==> src/rtl/nios_pio_irq_pkg.sv <==
// Shared constants for the NIOS parallel I/O peripheral: register map and bus width.
package nios_pio_pkg;
    localparam int DATA_W = 32;
    localparam int ADDR_W = 3;

    localparam logic [ADDR_W-1:0] ADDR_DATA_IN  = 3'd0;
    localparam logic [ADDR_W-1:0] ADDR_DATA_OUT = 3'd1;
    localparam logic [ADDR_W-1:0] ADDR_IRQ_MASK = 3'd2;
    localparam logic [ADDR_W-1:0] ADDR_EDGE_CAP = 3'd3;
    localparam logic [ADDR_W-1:0] ADDR_RISE_EN  = 3'd4;
    localparam logic [ADDR_W-1:0] ADDR_FALL_EN  = 3'd5;
    localparam logic [ADDR_W-1:0] ADDR_OUT_SET  = 3'd6;
    localparam logic [ADDR_W-1:0] ADDR_OUT_CLR  = 3'd7;
endpackage

==> src/rtl/nios_pio_irq_if.sv <==
// Avalon-MM slave bus bundle for the PIO register file.
interface nios_pio_irq_if;
    import nios_pio_pkg::*;

    logic [ADDR_W-1:0] address;
    logic              read;
    logic              write;
    logic [DATA_W-1:0] writedata;
    logic [DATA_W-1:0] readdata;

    modport master (output address, read, write, writedata, input readdata);
    modport slave  (input address, read, write, writedata, output readdata);
endinterface

==> src/rtl/nios_pio_irq_debounce.sv <==
// One input channel: synchroniser, stability counter, and rise/fall pulses that
// coincide with the edge at which the debounced value changes.
module nios_pio_debounce #(
    parameter int SYNC_STAGES     = 2,
    parameter int DEBOUNCE_CYCLES = 50000
) (
    input  logic clk,
    input  logic reset,
    input  logic din,
    output logic db,
    output logic rise,
    output logic fall
);
    logic [SYNC_STAGES-1:0] sync;
    logic                   s;
    logic                   upd;

    always_ff @(posedge clk) begin
        if (reset) sync <= '0;
        else       sync <= {sync[SYNC_STAGES-2:0], din};
    end

    assign s = sync[SYNC_STAGES-1];

    generate
        if (DEBOUNCE_CYCLES == 0) begin : g_bypass
            assign upd = (s != db);
        end else begin : g_cnt
            localparam int CNT_W = $clog2(DEBOUNCE_CYCLES + 1);
            logic [CNT_W-1:0] cnt;

            // Terminal count is WINDOW-1 so the update lands exactly WINDOW cycles after s changes.
            assign upd = (s != db) && (cnt == CNT_W'(DEBOUNCE_CYCLES - 1));

            always_ff @(posedge clk) begin
                if (reset)              cnt <= '0;
                else if (s == db || upd) cnt <= '0;
                else                    cnt <= cnt + 1'b1;
            end
        end
    endgenerate

    always_ff @(posedge clk) begin
        if (reset)    db <= 1'b0;
        else if (upd) db <= s;
    end

    assign rise = upd &  s;
    assign fall = upd & ~s;
endmodule

==> src/rtl/nios_pio_irq.sv <==
// Parametrised Avalon-MM PIO: debounced inputs with edge capture and masked irq,
// outputs with atomic set/clear.
module nios_pio_irq
    import nios_pio_pkg::*;
#(
    parameter int IN_WIDTH        = 2,
    parameter int OUT_WIDTH       = 10,
    parameter int SYNC_STAGES     = 2,
    parameter int DEBOUNCE_CYCLES = 50000
) (
    input  logic                 clk,
    input  logic                 reset,
    nios_pio_irq_if.slave        bus,
    output logic                 irq,
    input  logic [IN_WIDTH-1:0]  pio_in,
    output logic [OUT_WIDTH-1:0] pio_out
);
    logic [IN_WIDTH-1:0]  db, rise, fall, ev;
    logic [OUT_WIDTH-1:0] data_out;
    logic [IN_WIDTH-1:0]  irq_mask, edge_cap, rise_en, fall_en;
    logic [OUT_WIDTH-1:0] wd_out;
    logic [IN_WIDTH-1:0]  wd_in;
    logic [DATA_W-1:0]    rd_mux;

    genvar i;
    generate
        for (i = 0; i < IN_WIDTH; i++) begin : g_in
            nios_pio_debounce #(
                .SYNC_STAGES     (SYNC_STAGES),
                .DEBOUNCE_CYCLES (DEBOUNCE_CYCLES)
            ) u_db (
                .clk   (clk),
                .reset (reset),
                .din   (pio_in[i]),
                .db    (db[i]),
                .rise  (rise[i]),
                .fall  (fall[i])
            );
        end
    endgenerate

    assign wd_out = bus.writedata[OUT_WIDTH-1:0];
    assign wd_in  = bus.writedata[IN_WIDTH-1:0];
    assign ev     = (rise & rise_en) | (fall & fall_en);

    always_ff @(posedge clk) begin
        if (reset) begin
            data_out <= '0;
            irq_mask <= '0;
            rise_en  <= '0;
            fall_en  <= '0;
            edge_cap <= '0;
        end else begin
            // Event OR'd after the clear so a same-cycle edge survives the W1C.
            if (bus.write && bus.address == ADDR_EDGE_CAP) edge_cap <= (edge_cap & ~wd_in) | ev;
            else                                           edge_cap <= edge_cap | ev;
            if (bus.write) begin
                case (bus.address)
                    ADDR_DATA_OUT: data_out <= wd_out;
                    ADDR_IRQ_MASK: irq_mask <= wd_in;
                    ADDR_RISE_EN:  rise_en  <= wd_in;
                    ADDR_FALL_EN:  fall_en  <= wd_in;
                    ADDR_OUT_SET:  data_out <= data_out | wd_out;
                    ADDR_OUT_CLR:  data_out <= data_out & ~wd_out;
                    default: ;
                endcase
            end
        end
    end

    always_comb begin
        rd_mux = '0;
        case (bus.address)
            ADDR_DATA_IN:  rd_mux = DATA_W'(db);
            ADDR_DATA_OUT: rd_mux = DATA_W'(data_out);
            ADDR_IRQ_MASK: rd_mux = DATA_W'(irq_mask);
            ADDR_EDGE_CAP: rd_mux = DATA_W'(edge_cap);
            ADDR_RISE_EN:  rd_mux = DATA_W'(rise_en);
            ADDR_FALL_EN:  rd_mux = DATA_W'(fall_en);
            default:       rd_mux = '0;
        endcase
    end

    always_ff @(posedge clk) begin
        if (reset)         bus.readdata <= '0;
        else if (bus.read) bus.readdata <= rd_mux;
        else               bus.readdata <= '0;
    end

    assign irq     = |(edge_cap & irq_mask);
    assign pio_out = data_out;
endmodule

==> src/flat_wrapper.sv <==
// flat-port wrapper written by rule: the top's interface ports become plain ports
module nios_pio_irq_flat import nios_pio_pkg::*;
#(
    parameter int IN_WIDTH        = 2,
    parameter int OUT_WIDTH       = 10,
    parameter int SYNC_STAGES     = 2,
    parameter int DEBOUNCE_CYCLES = 50000
)
  (clk, reset, irq, pio_in, pio_out, bus_address, bus_read, bus_write, bus_writedata, bus_readdata);
  nios_pio_irq_if bus_i ();
  input  logic clk;
  input  logic reset;
  output logic irq;
  input  logic [IN_WIDTH-1:0] pio_in;
  output logic [OUT_WIDTH-1:0] pio_out;
  input wire logic [$bits(bus_i.address)-1:0] bus_address;
  input wire logic [$bits(bus_i.read)-1:0] bus_read;
  input wire logic [$bits(bus_i.write)-1:0] bus_write;
  input wire logic [$bits(bus_i.writedata)-1:0] bus_writedata;
  output wire logic [$bits(bus_i.readdata)-1:0] bus_readdata;
  assign bus_i.address = bus_address;
  assign bus_i.read = bus_read;
  assign bus_i.write = bus_write;
  assign bus_i.writedata = bus_writedata;
  assign bus_readdata = bus_i.readdata;
  nios_pio_irq #(.IN_WIDTH(IN_WIDTH), .OUT_WIDTH(OUT_WIDTH), .SYNC_STAGES(SYNC_STAGES), .DEBOUNCE_CYCLES(DEBOUNCE_CYCLES)) u_core (.clk(clk), .reset(reset), .bus(bus_i), .irq(irq), .pio_in(pio_in), .pio_out(pio_out));
endmodule
==> config.mk <==
export PLATFORM = sky130hd
export DESIGN_NAME = nios_pio_irq_flat
export DESIGN_NICKNAME = d
export VERILOG_FILES = /design/src/rtl/nios_pio_irq_pkg.sv /design/src/rtl/nios_pio_irq_if.sv /design/src/rtl/nios_pio_irq_debounce.sv /design/src/rtl/nios_pio_irq.sv /design/src/flat_wrapper.sv
export SDC_FILE = /design/constraint.sdc
export NUM_CORES = 1
export LEC_CHECK = 0
export ABC_CLOCK_PERIOD_IN_PS = 1410
export BUFFER_PORTS_ARGS = -buffer_cell sky130_fd_sc_hd__buf_2
export CAP_MARGIN = 20
export CORE_MARGIN = 4
export CORE_UTILIZATION = 47
export DETAILED_ROUTE_END_ITERATION = 12
export MAX_ROUTING_LAYER = met4
export PLACE_DENSITY = 0.76
export SYNTH_ARGS = -nofsm -noshare
export SYNTH_HDL_FRONTEND = slang
export SYNTH_SLANG_ARGS = --single-unit
export TNS_END_PERCENT = 10
==> constraint.sdc <==
create_clock -name clk -period 1.41 [get_ports clk]
set_input_delay 0.141 -clock clk [delete_from_list [all_inputs] [get_ports clk]]
set_output_delay 0.141 -clock clk [all_outputs]
set_load 0.05 [all_outputs]
Word level (Yosys, flattened, before mapping)

Cells that the tools add are included.

Logic and storage cells: 63
Bits in registers: 88
Input bits: 41

Equal/unequal tests: 13
Reduce and logical (&&, ||, !) cells: 15
Bitwise gates (word level): 18
Add/sub/neg operators: 2
Mux-type cells: 3

Operators with widths:

| operator                                                               | number |
|---|---|
| 10-bit case mux with 6 select lines                                    | 1 |
| 16-bit by 1-bit adder with 16-bit output (second input constant)       | 2 |
| 16-bit equality test (second input constant)                           | 2 |
| 10-bit case mux with 3 select lines                                    | 1 |
| 3-bit equality test (second input constant)                            | 4 |
| 10-bit bitwise AND                                                     | 1 |
| 10-bit inverter                                                        | 1 |
| 10-bit bitwise OR                                                      | 1 |
| 2-bit bitwise AND                                                      | 4 |
| 2-bit AND reduction                                                    | 4 |
| 2-bit OR reduction                                                     | 4 |
| 3-bit by 2-bit equality test with 1-bit output (second input constant) | 2 |
| 2-bit bitwise OR                                                       | 3 |
| 1-bit bitwise AND                                                      | 4 |
| 3-bit by 1-bit equality test with 1-bit output (second input constant) | 1 |
| 1-bit logical AND                                                      | 3 |
| 3-bit zero test                                                        | 1 |
| 1-bit inverter                                                         | 3 |
| 3-bit nonzero test                                                     | 1 |
| 1-bit equality test                                                    | 2 |
| 1-bit logical OR                                                       | 2 |
| 2-bit two-way mux                                                      | 1 |
| 1-bit != test                                                          | 2 |
| 2-bit inverter                                                         | 1 |

Depth between registers and ports, before layout

Word-level depth: 7
Gate-level depth with buffers: 6
Mapped depth without buffers: 5

Cells and area by module

From an unflattened synthesis, not the netlist that was laid out.

Cells, all modules: 321
Area, all modules: 3095.5 µm²

Modules (own cells, without submodules):

| module            | area each (µm²) | instances | cells an instance | sequential area each (µm²) |
|---|---|---|---|---|
| nios_pio_debounce | 853.3           | 2         | 91                | 380.4 |
| nios_pio_irq      | 1388.8          | 1         | 139               | 560.5 |

Worst setup path before layout

Ideal clock, no wire load.

Path kind: reg2reg
Start point: reg u_core.g_in[0].u_db.g_cnt.cnt[0]
End point: reg u_core.g_in[0].u_db.g_cnt.cnt[10]
Slack: -0.115 ns
Period minus slack after synthesis: 1.525 ns
Arrival: 1.407 ns
Stages on the path, launching flop included: 7
Required time: 1.293 ns
Cells stage by stage: dfxtp_1 > ha_1 > nand3_1 > nand4b_1 > nand2_1 > buf_2 > nor2_1

Cells in the longest elaborated chain, start to end: 4
Elaborated cells on any way between the ends: 5
Those cells by class: 1 x add/sub; 1 x eq/ne; 3 x reduce/logical

Ends and longest elaborated chain:

| item                                                                                             | line                        | text |
|---|---|---|
| start: declaration                                                                               | nios_pio_irq_debounce.sv:30 | `logic [CNT_W-1:0] cnt;` |
| start signal: assignment                                                                         | nios_pio_irq_debounce.sv:38 | `else cnt <= cnt + 1'b1;` |
| parallel branches: the longest is 4 deep, another holds 16-bit by 1-bit adder with 16-bit output | -                           |  |

Parallel ways; which one is timed is not known.
A chain may end at the register's enable or synchronous reset.

Worst setup path after layout

Start point: reg u_core.g_in[0].u_db.g_cnt.cnt[0]
End point: reg u_core.g_in[0].u_db.g_cnt.cnt[13]

The elaborated chain is that of the path after synthesis.

==> results.md <==
* Sequential-to-total area share from yosys stat at 44.5%
* Share of cells above drive strength 1 at a little under a third
* Ys Warns at 0
* WL final at between 6 and 7 mm
* Htree depth at 3
* Largest net degree at the start of global routing at 21
* Die width at 87.4 µm
* Final Hold Fails at 0
* CTS tree: yes
* Arrival @ worst endpoint at approximately 1700 ps
* Setup violations, final at 2
* Failing checks: setup timing
* Vias in the first global route at between 2000 and 2500
* Post-synth ARST share at 0%
* Synth top cells by count: 66 x dfxtp_1, 58 x nor2_1, 22 x buf_4, 22 x xnor2_1, 17 x nand2_1
* Worst EP required at 1630 ps
* Post-cts hold buffer count at 0
* Clock Tree Buf Depth at 2
* Final ANT Viol Nets at 0
* Worst hold path class: input port to register
* Clock share of power at 43.5%
* Synth area leaders: dfxtp_1 45%, nor2_1 7.3%, xnor2_1 6.5%
* Overall Global Routing Usage at roughly 18%
* Register share of total power at a little under half
* Mean post-synth cell area at about 8.8 µm²
* I/O Pins at 84
* Most Used Layer, Global Route: met2
* GR Layer Usage met3 at between 2 and 2.5%
* Yosys reg bits at 66
* CTS Buf Count at 9
* Starting density of the core at around half
* Kind of critical path: register to register
* Distinct cell type count after synthesis at between 40 and 50
* Rows at 28
* Mapped Cells at roughly 340
* Routed wire per std cell at ~13 µm
* Drc violations at 0
* First-pass GRT wire length at approximately 11 mm
* Netlist area before placement at between 0.002 and 0.003 mm²
* Clock Latency Late Sink at about 330 ps
* Comb pwr share at 9.0%
* Worst setup SP type: register
* P_sw at ~1 mW
* PwrDens at about 1000 mW/mm²
* CP max FO at 5
* IR drop worst, VDD at roughly 860 µV
* Die area at approximately 0.0076 mm²
* Met1 usage in global routing at 21.9%
* Most common cell in the netlist: dfxtp_1
* Antenna diode count at 0
* Final nets at 465
* Fmax at approximately 700 MHz
* Port bufs at 39
* Die H at 87.4 µm
* Final worst slack at -21.7 ps
* Top_reg_cell synth: dfxtp_1
* GPL Wtd Cong at roughly 0.87
* Final Critical Period at ~1400 ps
* Final worst-path cycle share at 102%
* Status: complete, but fails checks
* Worst Skew at between 6 and 7 ps
* Initial drt markers at 79
* Total Power Consumption at about 4.0 mW
* Yosys top cell area share at around 45%
* Root Driver: clkbuf_8
* Sw frac at around 25%
* Area Overhead vs Synth at 29.3%
* Setup TNS at -31.0 ps
* EDFF count, synth at 0
* Pint at between 3 and 4 mW
* GR Layer Usage met2 at 29.7%
* HPWL after DPL at around 4.6 mm
* Antenna violations before repair at 0
* Clock sinks at 66
* Final core occ at roughly 64%
* Worst-path clk slew at 70 ps
* TritonRoute pass-1 iters at 5
* Setup crit end kind: register
* Max-slew violations at 0
* Max-Cap Viols at 0
* LEAKAGE at roughly 1.5 nW
* RSZ-0062 raised after global routing: yes
* Total grt overflow at 0
* Routed vias at around 2500
* Core area at around 0.006 mm²
* Yosys top cell by area: dfxtp_1
* Vias per cell at ~5.0
==> placed cells by master (no fill, tap or decap), drive strengths merged, types with 2 or more instances in the layout <==
cell type and count:
a21oi 14, a221o 2, a2bb2oi 2, a31oi 2, and2 9, and3 5
and3b 2, buf 85, bufinv 2, clkbuf 11, clkinv 2, conb 22
dfxtp 66, ha 2, inv 12, mux2i 9, nand2 17, nand2b 3
nand3 11, nand4 10, nand4b 2, nor2 58, nor2b 7, nor3 7
nor3b 2, nor4 6, nor4b 2, nor4bb 4, o21ai 12, xnor2 22
xor2 5
==> final timing paths <==
| path | from | endpoint | cells past startpoint | slack (ps) |
|---|---|---|---|---|
| worst min register to register | u_core.g_in[0].u_db.sync[0] | u_core.g_in[0].u_db.sync[1] | 1 | 440 |
| worst min-delay path | pio_in[0] | u_core.g_in[0].u_db.sync[0] | 2 | 20 |
| worst max-delay path | u_core.g_in[0].u_db.g_cnt.cnt[0] | u_core.g_in[0].u_db.g_cnt.cnt[13] | 5 | -20 |
| worst max register to register | u_core.g_in[0].u_db.g_cnt.cnt[0] | u_core.g_in[0].u_db.g_cnt.cnt[13] | 5 | -20 |
==> power by group through the flow <==
stage          Sequential [mW]  Combinational [mW]  Clock, mW
6_report                  1.90               0.360       1.74
5_1_grt                   1.91               0.384       1.86
3_3_place_gp              1.94               0.352          0
2_1_floorplan             1.99               0.273          0
4_1_cts                   1.90               0.359       1.77
3_5_place_dp              1.95               0.357          0
==> cell families after synthesis <==
kind of cell,after synthesis,share of synthesized area (%)
other,1,0.126
AO/OA/AOI/OAI,38,7.80
flip-flops,66,44.5
adder cells (fa/ha/maj),2,0.843
XOR/XNOR,27,7.97
buffers and inverters,43,8.48
multiplexers,11,4.18
AND/OR/NAND/NOR,148,26.1
==> metrics by stage <==
stage          cell area [µm²]  hold slack [ps]  std cells  setup WS [ps]
2_1_floorplan             3070              269        357         -0.318
3_3_place_gp              3450              348        480           13.6
3_5_place_dp              3450              362        480          -23.0
4_1_cts                   3720             15.5        497           2.29
5_1_grt                   3840             28.1        502           -121
6_report                  3840             23.4        502          -21.7
==> cell type report <==
class | count | area (µm²)
timing repair buffer | 85 | 553
inverter | 12 | 45.0
sequential | 66 | 1340
fill | 483 | 2190
clock buffer | 11 | 141
multi-input combinational | 248 | 1590
clock inverter | 5 | 77.6
tap | 75 | 93.8
==> per-layer routing <==
metal,vias to the layer above,wire (µm)
li1,1279,-
met1,1184,2930
met2,50,3270
met3,8,224
met4,0,90
met5,-,0
==> flip-flops by register name, summed over array words and instances (netlist names) <==
name                        cells
u_core.fall_en                  2
u_core.g_in.u_db.g_cnt.cnt     32
u_core.bus.readdata            10
u_core.rise_en                  2
u_core.edge_cap                 2
u_core.irq_mask                 2
u_core.pio_out                 10
u_core.g_in.u_db.db             2
u_core.g_in.u_db.sync           4
==> critical path: stages (launching register included) <==
cell	delay, ps
dfxtp_2	350
buf_4	120
nand4_1	230
nor4_2	390
xnor2_1	160
nor2_1	50
==> repair_timing <==
action	CTS	global route
setup buffers	1	5
endpoints found under the hold margin	0	0
endpoints found under the setup margin	19	33
cloned	0	0
gates resized for setup	8	21
pin swaps	1	8
Power figures use the tool's default switching activity.
